## config.mk

```make
export PLATFORM = sky130hd
export DESIGN_NAME = apb_req_bridge
export DESIGN_NICKNAME = d
export VERILOG_FILES = /design/src/rtl/apb_req_bridge.sv
export SDC_FILE = /design/constraint.sdc
export NUM_CORES = 1
export LEC_CHECK = 0
export ABC_AREA = 1
export BUFFER_PORTS_ARGS = -buffer_cell sky130_fd_sc_hd__buf_4
export CORE_AREA = 10 10 113 115
export CTS_CLUSTER_DIAMETER = 60
export DETAILED_ROUTE_END_ITERATION = 16
export DIE_AREA = 0 0 123 125
export PLACE_DENSITY = 0.83
export SYNTH_ARGS = -nofsm -noshare
export SYNTH_HDL_FRONTEND = slang
export SYNTH_SLANG_ARGS = --single-unit
```

## constraint.sdc

```tcl
create_clock -name HCLK -period 2.3 [get_ports HCLK]
set_clock_uncertainty 0.15 [all_clocks]
set_input_delay 0.46 -clock HCLK [delete_from_list [all_inputs] [get_ports HCLK]]
set_output_delay 0.46 -clock HCLK [all_outputs]
set_load 0.05 [all_outputs]
```

## src/rtl/apb_req_bridge.sv

```systemverilog
// apb_req_bridge: single-outstanding bridge from a core-side req/gnt/rvalid
// data port to an APB3 master. Requests outside [WIN_START, WIN_END] are
// answered locally with an error and never reach the APB bus.
//
// Optional feature: define APB_TIMEOUT_EN to bound the ACCESS phase to
// TIMEOUT_CYCLES cycles. A timed-out transfer completes with err=1, rdata=0.
//
// Handshake: a request is accepted in any cycle where req_i && gnt_o. gnt_o
// can only be high in IDLE, so at most one request is outstanding. Each
// accepted request gets exactly one response, signalled by a single-cycle
// rvalid_o pulse. rdata_o/err_o are meaningful only while rvalid_o is high and
// read as 0 otherwise. An asynchronous reset drops any transfer in flight, and
// that request gets no response.
module apb_req_bridge #(
    parameter int          APB_ADDR_WIDTH = 32,
    parameter int          APB_DATA_WIDTH = 32,
    parameter logic [31:0] WIN_START      = 32'h1A10_0000,
    parameter logic [31:0] WIN_END        = 32'h1A11_7FFF,
    parameter int          TIMEOUT_CYCLES = 256
) (
    input  logic                      HCLK,
    input  logic                      HRESETn,
    input  logic                      req_i,
    output logic                      gnt_o,
    input  logic [31:0]               addr_i,
    input  logic                      we_i,
    input  logic [APB_DATA_WIDTH-1:0] wdata_i,
    output logic                      rvalid_o,
    output logic [APB_DATA_WIDTH-1:0] rdata_o,
    output logic                      err_o,
    output logic [APB_ADDR_WIDTH-1:0] PADDR,
    output logic [APB_DATA_WIDTH-1:0] PWDATA,
    output logic                      PWRITE,
    output logic                      PSEL,
    output logic                      PENABLE,
    input  logic [APB_DATA_WIDTH-1:0] PRDATA,
    input  logic                      PREADY,
    input  logic                      PSLVERR,
    output logic [1:0]                dbg_state
);

    typedef enum logic [1:0] {
        IDLE   = 2'd0,
        SETUP  = 2'd1,
        ACCESS = 2'd2,
        RESP   = 2'd3
    } state_t;

    state_t state_q;
    state_t state_d;

    logic                      in_win;
    logic                      tmo_hit;
    logic [APB_DATA_WIDTH-1:0] rdata_q;
    logic                      err_q;

    // Full 32-bit unsigned window compare, both bounds inclusive.
    assign in_win = (addr_i >= WIN_START) && (addr_i <= WIN_END);

`ifdef APB_TIMEOUT_EN
    localparam int CW = $clog2(TIMEOUT_CYCLES + 1);

    logic [CW-1:0] tmo_cnt;

    // Count ACCESS cycles that are still waiting; cleared while in SETUP so it starts at 0 on ACCESS entry.
    always_ff @(posedge HCLK or negedge HRESETn) begin
        if (!HRESETn) begin
            tmo_cnt <= '0;
        end else if (state_q == SETUP) begin
            tmo_cnt <= '0;
        end else if (state_q == ACCESS && !PREADY) begin
            tmo_cnt <= tmo_cnt + CW'(1);
        end
    end

    // Timeout fires on the last allowed wait cycle; PREADY in that cycle still completes normally.
    always_comb begin
        tmo_hit = (state_q == ACCESS) && !PREADY && (tmo_cnt == CW'(TIMEOUT_CYCLES - 1));
    end
`else
    logic unused_timeout;

    // No timeout: ACCESS waits for PREADY indefinitely.
    always_comb begin
        tmo_hit        = 1'b0;
        unused_timeout = (TIMEOUT_CYCLES == 0);
    end
`endif

    // State register; reset aborts any transfer in flight.
    always_ff @(posedge HCLK or negedge HRESETn) begin
        if (!HRESETn) begin
            state_q <= IDLE;
        end else begin
            state_q <= state_d;
        end
    end

    // Next-state logic.
    always_comb begin
        state_d = state_q;
        case (state_q)
            IDLE: begin
                if (req_i) begin
                    state_d = in_win ? SETUP : RESP;
                end
            end
            SETUP:  state_d = ACCESS;
            ACCESS: begin
                if (PREADY || tmo_hit) begin
                    state_d = RESP;
                end
            end
            RESP:    state_d = IDLE;
            default: state_d = IDLE;
        endcase
    end

    // Outputs decoded from the registered state.
    always_comb begin
        gnt_o     = 1'b0;
        PSEL      = 1'b0;
        PENABLE   = 1'b0;
        rvalid_o  = 1'b0;
        dbg_state = state_q;
        case (state_q)
            IDLE:    gnt_o = req_i;
            SETUP:   PSEL = 1'b1;
            ACCESS: begin
                PSEL    = 1'b1;
                PENABLE = 1'b1;
            end
            RESP:    rvalid_o = 1'b1;
            default: ;
        endcase
    end

    // Response data is gated so it reads as 0 outside the rvalid pulse.
    always_comb begin
        rdata_o = rvalid_o ? rdata_q : '0;
        err_o   = rvalid_o & err_q;
    end

    // APB address/data/direction: loaded only when an in-window request is granted, held otherwise.
    always_ff @(posedge HCLK or negedge HRESETn) begin
        if (!HRESETn) begin
            PADDR  <= '0;
            PWDATA <= '0;
            PWRITE <= 1'b0;
        end else if (state_q == IDLE && req_i && in_win) begin
            PADDR  <= addr_i[APB_ADDR_WIDTH-1:0];
            PWDATA <= wdata_i;
            PWRITE <= we_i;
        end
    end

    // Response capture: local reject, APB completion or timeout; cleared after the response cycle.
    always_ff @(posedge HCLK or negedge HRESETn) begin
        if (!HRESETn) begin
            rdata_q <= '0;
            err_q   <= 1'b0;
        end else begin
            case (state_q)
                IDLE: begin
                    if (req_i && !in_win) begin
                        rdata_q <= '0;
                        err_q   <= 1'b1;
                    end
                end
                ACCESS: begin
                    if (PREADY) begin
                        rdata_q <= PWRITE ? '0 : PRDATA;
                        err_q   <= PSLVERR;
                    end else if (tmo_hit) begin
                        rdata_q <= '0;
                        err_q   <= 1'b1;
                    end
                end
                RESP: begin
                    rdata_q <= '0;
                    err_q   <= 1'b0;
                end
                default: ;
            endcase
        end
    end

endmodule
```

# == After elaboration in Yosys (flattened, before gate mapping) ==
# Index checks and enable logic that the tools add are counted.
# totals
regBits,100
latch_bits,0
ramBits,0
rom_bits,0
input_bits,102
output_inout_bits,104
elab_cells,41
memories,0
# op_classes
add_sub_neg,0
mul,0
div,0
order_cmp,2
eq_ne,6
shifts,0
muxes,16
bitwise,1
n_reduce_logical,10
# op_table
operator,n
$mux W32,4
$pmux W32 S3,1
$ge A32 B29 Y1 const B,1
$le A32 B29 Y1 const B,1
$pmux W2 S4,1
$mux W1,6
$mux W2,3
$eq A2 B2 Y1 const B,2
$logic_and A1 B1 Y1,4
$ne A2 B2 Y1 const B,2
$pmux W1 S3,1
$reduce_and A3 Y1,1
$reduce_bool A3 Y1,1
$eq A2 B1 Y1 const B,1
$logic_not A2 Y1,1
$ne A2 B1 Y1 const B,1
$reduce_and A2 Y1,1
$reduce_or A2 Y1,1
$and A1 B1 Y1,1
$logic_not A1 Y1,1

# == Logic depth before layout (Yosys ltp) ==
# Gate-level depths: netlist of run 1.
# depth
word_depth,6
ltp_mapped,11
ltp_nobuf,10

# == Worst setup path before layout of run 1 ==
# OpenSTA, ideal clock, no wires.
# synth_path
path_type,reg2out
from,register state_q[1] (netlist: dbg_state[1])
to,output rdata_o[10]
arrival_ns,2.151
required_ns,1.690
slack_ns,-0.461
path_stages_with_launch,6
n_path_buf,2
cell_sequence,dfrtp_1 > ha_1 > clkbuf_1 > clkbuf_1 > nand2_1 > inv_1
# synth_via
elab_chain_len,3
# synth_lines
item,line_no,text
start: declaration,49,state_t state_q;
start signal: assignment,95,state_q <= state_d;
$eq A2 B2 Y1,126,case (state_q)
$mux W1,126,
via rvalid_o,28,"output logic rvalid_o,"
$mux W32,140,rdata_o = rvalid_o ? rdata_q : '0;
end: declaration,29,"output logic [APB_DATA_WIDTH-1:0] rdata_o,"
# The timed path passes the listed nets, and every way through them passes these cells.

# == Worst setup path after layout of run 1 ==
# layout_path
from,register state_q[1] (netlist: dbg_state[1])
to,output rdata_o[3]
# layout_via
elab_chain_len,3
# layout_lines
item,line_no
$eq A2 B2 Y1,126
$mux W1,126
$mux W32,140
# Every way passes these cells.

==> results of run 1 <==
[routing by layer]
metal,up-vias,track usage [%]
li1,2143,-
met1,1893,20.5
met2,184,25.8
met3,4,9.00
met4,0,4.04
met5,-,0
[cell usage after synthesis, types with 2 or more instances]
| cell | number | area share [%] |
|---|---|---|
| buf_4 | 3 | 0.49 |
| clkbuf_1 | 8 | 0.65 |
| inv_1 | 90 | 7.3 |
| buf_2 | 9 | 0.97 |
| nand4_4 | 2 | 0.92 |
| nand4_1 | 2 | 0.27 |
| buf_6 | 8 | 1.9 |
| nand2_1 | 260 | 21 |
| or2_1 | 4 | 0.54 |
| a21oi_1 | 2 | 0.22 |
| nor2_1 | 56 | 4.5 |
| nand3_1 | 38 | 4.1 |
| dfrtp_1 | 100 | 54 |
| ha_1 | 5 | 1.4 |
[per-stage QoR]
step / setup slack [ps] / power (mW)
after floorplan: 20.8 / 6.64
after global placement: 162 / 8.19
after detailed placement: 114 / 8.27
after CTS: -2.77 / 9.50
after global routing: 35.7 / 10.1
final: 134 / 9.46
[kinds of logic (layout without fill, tap and decap cells)]
| logic type | Yosys count | in the layout | share of synthesized area, % |
|---|---|---|---|
| AOI/OAI and AO/OA | 5 | 5 | 0.568 |
| buffers and inverters | 119 | 327 | 11.5 |
| DFF | 100 | 100 | 54.1 |
| and+or+nand+nor | 368 | 368 | 32.5 |
| adders and majority gates | 5 | 5 | 1.35 |
[what timing repair did]
item	in CTS	in global routing
cloned	0	0
hold buffers	1	0
gates resized for setup	0	3
endpoints found under the setup margin	1	31
pin swaps	0	0
buffers inserted	0	3
hold endpoints to repair	31	0
[where the power goes]
| group | internal [mW] | switching (mW) | leakage, nW |
|---|---|---|---|
| registers | 2.51 | 0.454 | 1.30 |
| clock network | 0.533 | 0.666 | 0.107 |
| logic | 1.58 | 3.72 | 2.39 |
| total | 4.62 | 4.84 | 3.79 |
[registers in the layout, indices dropped and copies added, names as in the netlist]
| name | count |
|---|---|
| rdata_q | 32 |
| err_q | 1 |
| PADDR | 32 |
| dbg_state | 2 |
| PWRITE | 1 |
| PWDATA | 32 |
[critical path: cells and delay by family, from the launching register on]
family / cells / cell delay, ps
adder cells (fa/ha/maj): 1 / 190
flip-flops: 1 / 470
AND/OR/NAND/NOR: 1 / 100
buffers and inverters: 3 / 430
[area by class of cell]
class | count | area, sq um | share of cell area, %
clock inverter | 7 | 93.8 | 1.40
multi-input combinational | 378 | 1610 | 24.1
timing repair buffer | 220 | 1720 | 25.8
sequential | 100 | 2500 | 37.4
inverter | 91 | 457 | 6.83
tap | 140 | 175 | 2.62
clock buffer | 9 | 124 | 1.85
[path summary, 6_finish.rpt]
check | depth (start not counted) | slack (ps) | to
max in group asynchronous | 3 | 950 | dbg_state[1]
hold / removal | 3 | 130 | PADDR[7]
setup reg to reg | 9 | 310 | PWDATA[9]
min in group asynchronous | 2 | 440 | rdata_q[24]
setup / recovery | 5 | 130 | rdata_o[3]
hold reg to reg | 2 | 330 | err_q
==> impl_metrics.toml, run 1 <==
[yosys]
synth_edf_count = 0
async_flop_share_pct = 100
syn_area_sq_mm = 0.00463
avgSynthCellArea_sq_um = 7.75
ys_types = 24
ys_warn_count = 0
ys_seq_area_share_pct = 54.1
synthFlopType = "dfrtp_1"
ys_ff_latch = 100
synthesis.nets = 704
netlist_instances = 597

[sta]
hold_viol = 0
fin_setup_tns_ps = 0
slew_headroom_pct = 60.3
rsz0062_at_grt = "false"
period_needed_ps = 2170
setup_violations = 0
hold_ws_ps = 128
finalCritPeriodShare_pct = 94.2
report.final.slew_viol_count = 0
fmax_mhz = 462
tightest_slew_ps = 595

[floorplan]
core_sq_mm = 0.0106
num_rows = 38
dieArea_sq_mm = 0.0154
start_util_pct = 43.6
die_w_um = 123
die_y_um = 125
io-pin-count = 206

[routing]
viasPerCell = 4.47
wirelength_mm = 13.3
top_layer_used = "met4"
drt_iter0_markers = 329
wl_per_cell_um = 14.1
route.met2.wl_mm = 6.04
drc_errors = 0
ant_nets = 0
firstDrtPassIters = 4
vias = 4224
met3WireLength_mm = 1.91
wl_met1_mm = 5.32

[critical_path]
path_cells = "ha_4 > buf_12 > nand2_1 > clkinvlp_4 > buf_4"
required_ps = 1690
arrival_ps = 1560
cpMaxStageDelayCell = "dfrtp_2"
startpoint = "dbg_state[1]"
max_stage_delay_ps = 470
startpoint_type = "flop"
criticalPathCategory = "flop to output port"
worstPathMaxFanout = 16
r2r_start = "dbg_state[1]"
timing.critical_path.to_type = "output port"

[min_path]
min_path_type = "primary input to flop"
min-delay-start = "addr_i[7]"

[clock_tree]
insertion_delay_ps = 360
clock_path_buffers = 2
cts_buffers = 9
cts_tree = "yes"
clock_sinks = 100
cts-root-buf = "clkbuf_8"
h-tree-depth = 3
clk_pin_slew_ps = 110

[grt]
antenna_found_initial = 0
grt_start_max_net_pins = 52
gr-usage-all-layers_pct = 16.9
grt_pass1_wl_mm = 21.2
gr-total-overflow = 0
grt_pass1_vias = 4350

[cells_and_area]
final_common_cell = "nand2_1"
fin_area_sq_mm = 0.00669
layout_common_cells = "nand2_1 (260), buf_4 (212), dfrtp_1 (98), inv_1 (59), nor2_1 (55)"
stdcell_count = 945
post-route-util_pct = 63.1
drive_gt1_share_pct = 34.7
syn_to_final_growth_pct = 44.6
nNetsFinal = 907
antenna_cells = 0
fill_cells = 917

[placement]
dpl.cell_count = 925
placed_cell_area_sq_mm = 0.00642
port-buffer-count = 205
gp_congestion = 0.810
hpwl_mm = 10.2

[outcome]
outcome = "finished clean"

[power_and_ir_drop]
vdd_drop_max_v = 0.000930
leakagePower_nw = 3.79
p_per_area_mw_per_mm2 = 1410

[flow_run]
drv_cap = 0
Note: power is estimated with default switching activity, not from simulation.
==> run 2: changes to the inputs <==
Settings changed: ABC_AREA 1 to 0, CORE_AREA 10 10 113 115 to 10 10 111 113, CTS_CLUSTER_DIAMETER 60 to 80, DIE_AREA 0 0 123 125 to 0 0 121 123, PLACE_DENSITY 0.83 to 0.84.
==> run 2 against run 1 <==
Effect of this change:
- final cell count fell by 26%
- global-route usage fell by 0.98 points
- synthesized cell count fell by 43%
- largest cell class unchanged
==> impl_metrics.toml, run 2 <==
[outcome]
outcome = "finished clean"

[yosys]
synth_common_cells = "dfrtp_1 (100), and2_1 (35), mux2_4 (35), nand2_1 (35), inv_1 (34)"
ys_seq_area_share_pct = 56.2
synth_area_leader_cell = "dfrtp_1"
synthFlopType = "dfrtp_1"
synth_edf_count = 0
synth_top_area_share_pct = 56.2
ys_warn_count = 0
synth.most_common_cell = "dfrtp_1"
synth.top_cells.by_area = "dfrtp_1 (56%), mux2_4 (12%), mux2i_1 (7.2%)"
synthesis.nets = 447
avgSynthCellArea_sq_um = 13.1
ys_ff_latch = 100
netlist_instances = 340
ys_types = 27
syn_area_sq_mm = 0.00445
async_flop_share_pct = 100

[cells_and_area]
nNetsFinal = 668
post-route-util_pct = 64.4
multiInputGateArea_sq_mm = 0.00170
antenna_cells = 0
syn_to_final_growth_pct = 46.7
stdcell_count = 702
layout_common_cells = "buf_4 (222), dfrtp_1 (98), nand2_1 (35), mux2_4 (35)"
ff_latch_area_sq_mm = 0.00250
fill_cells = 772
drive_gt1_share_pct = 54.2
fin_area_sq_mm = 0.00653
top_regs = "PADDR (32), PWDATA (32), rdata_q (32)"
final_common_cell = "buf_4"

[floorplan]
core_sq_mm = 0.0101
die_y_um = 123
die_w_um = 121
dieArea_sq_mm = 0.0149
io-pin-count = 206
num_rows = 37
start_util_pct = 43.9

[power_and_ir_drop]
leakagePower_nw = 3.57
p_per_area_mw_per_mm2 = 891
switching_share_pct = 35.7
combPwrFrac_pct = 40.1
p_total_mw = 5.82
p_clk_share_pct = 24.9
vdd_drop_max_v = 0.000522
power.switching_mw = 2.08
intPower_mw = 3.74
seq_power_share_pct = 35.0

[critical_path]
startpoint = "dbg_state[1]"
criticalPathCategory = "flop to output port"
reg2regPathDepth = 7
arrival_ps = 1590
startpoint_type = "flop"
rr_endpoint = "PWDATA[6]"
worstPathMaxFanout = 4
timing.critical_path.to_type = "output port"
r2r_start = "dbg_state[1]"
required_ps = 1690
ff2ff_setup_slack_ps = 160

[min_path]
min_to = "PWDATA[21]"
min-delay-start = "wdata_i[21]"
min_path_cells = 2
min_path_type = "primary input to flop"

[grt]
gr-total-overflow = 0
grt_pass1_wl_mm = 18.9
antenna_found_initial = 0
gr-usage-all-layers_pct = 15.9
grt_start_max_net_pins = 59
grt_pass1_vias = 3620

[sta]
period_needed_ps = 2200
fmax_mhz = 455
report.final.slew_viol_count = 0
rsz0062_at_grt = "false"
tightest_slew_ps = 343
hold_viol = 0
slew_headroom_pct = 77.1
finalCritPeriodShare_pct = 95.6
hold_ws_ps = 176
setup_violations = 0

[clock_tree]
cts_resized = 0
cts_tree = "yes"
cts-root-buf = "clkbuf_8"
clock_sinks = 100
h-tree-depth = 3
clock_path_buffers = 2
cts_buffers = 9
insertion_delay_ps = 350
clk_pin_slew_ps = 100

[placement]
hpwl_mm = 9.50
port-buffer-count = 205
dpl.cell_count = 683
placed_cell_area_sq_mm = 0.00622
gp_congestion = 0.754

[routing]
firstDrtPassIters = 4
wirelength_mm = 12.1
ant_nets = 0
drc_errors = 0
vias = 3250
drt_iter0_markers = 145
wl_per_cell_um = 17.2
viasPerCell = 4.63

[flow_run]
drv_cap = 0
-- run 2: cell types whose count changed after synthesis, sizes merged, moves of 2 or more --
cell,change
a21oi,-2
nand2,-227
nand4,-4
and2,+35
inv,-57
buf,-10
nor2b,+12
or2,-2
nor2,-55
mux2i,+32
nand2b,+2
nand3,-38
and3,+2
mux2,+51
-- run 2: power by group through the flow --
stage,Combinational [mW],Sequential [mW],Clock [mW]
2_1_floorplan,1.46,2.12,0
3_3_place_gp,2.22,2.06,0
3_5_place_dp,2.27,2.07,0
4_1_cts,2.28,2.03,1.49
5_1_grt,2.49,2.06,1.56
6_report,2.33,2.03,1.45
-- run 2: critical path: stages (launching register included) --
cell	delay (ps)
dfrtp_2	450
inv_1	140
ha_1	180
buf_4	120
and2_2	140
buf_4	200
-- run 2: metrics by stage --
step | setup TNS, ps | worst slack, ps
after floorplan | -2740 | -90.8
final | 0 | 101
after detailed placement | -13760 | -261
after global placement | -10010 | -202
after CTS | 0 | 13.4
after global routing | 0 | 5.81
-- run 2: final cells by class --
class	instances	area share (%)
multi-input combinational	189	26.1
sequential	100	38.4
timing repair buffer	227	26.9
tap	136	2.61
clock buffer	9	1.90
clock inverter	7	2.22
inverter	34	1.95
-- run 2: how the worst max path moves through the flow --
stage | depth (start not counted) | endpoint
2_1_floorplan | 7 | rdata_q[10]
3_3_place_gp | 6 | PWDATA[19]
3_5_place_dp | 6 | PWDATA[11]
4_1_cts | 7 | rdata_q[27]
5_1_grt | 4 | rdata_o[4]
6_report | 5 | gnt_o
-- run 2: logic make-up after synthesis --
family / after synthesis / share of synthesized area, %
AOI/OAI and AO/OA: 6 / 1.49
adders and majority gates: 5 / 1.41
buffers and inverters: 51 / 6.21
DFF: 100 / 56.2
muxes: 83 / 23.0
and+or+nand+nor: 95 / 11.6
-- run 2: what timing repair did --
action / in CTS / in global routing
hold buffers: 1 / 0
setup endpoints to repair: 11 / 29
pin swaps: 1 / 1
gates cloned: 0 / 0
endpoints found under the hold margin: 17 / 0
buffers inserted: 0 / 2
-- run 2: metal layers --
| metal | vias up | GRT usage [%] | routed length [um] |
|---|---|---|---|
| met1 | 1565 | 17.3 | 4540 |
| li1 | 1532 | - | - |
| met2 | 128 | 27.2 | 6150 |
| met4 | 0 | 8.22 | 406 |
| met3 | 25 | 5.33 | 984 |
| met5 | - | 0 | 0 |
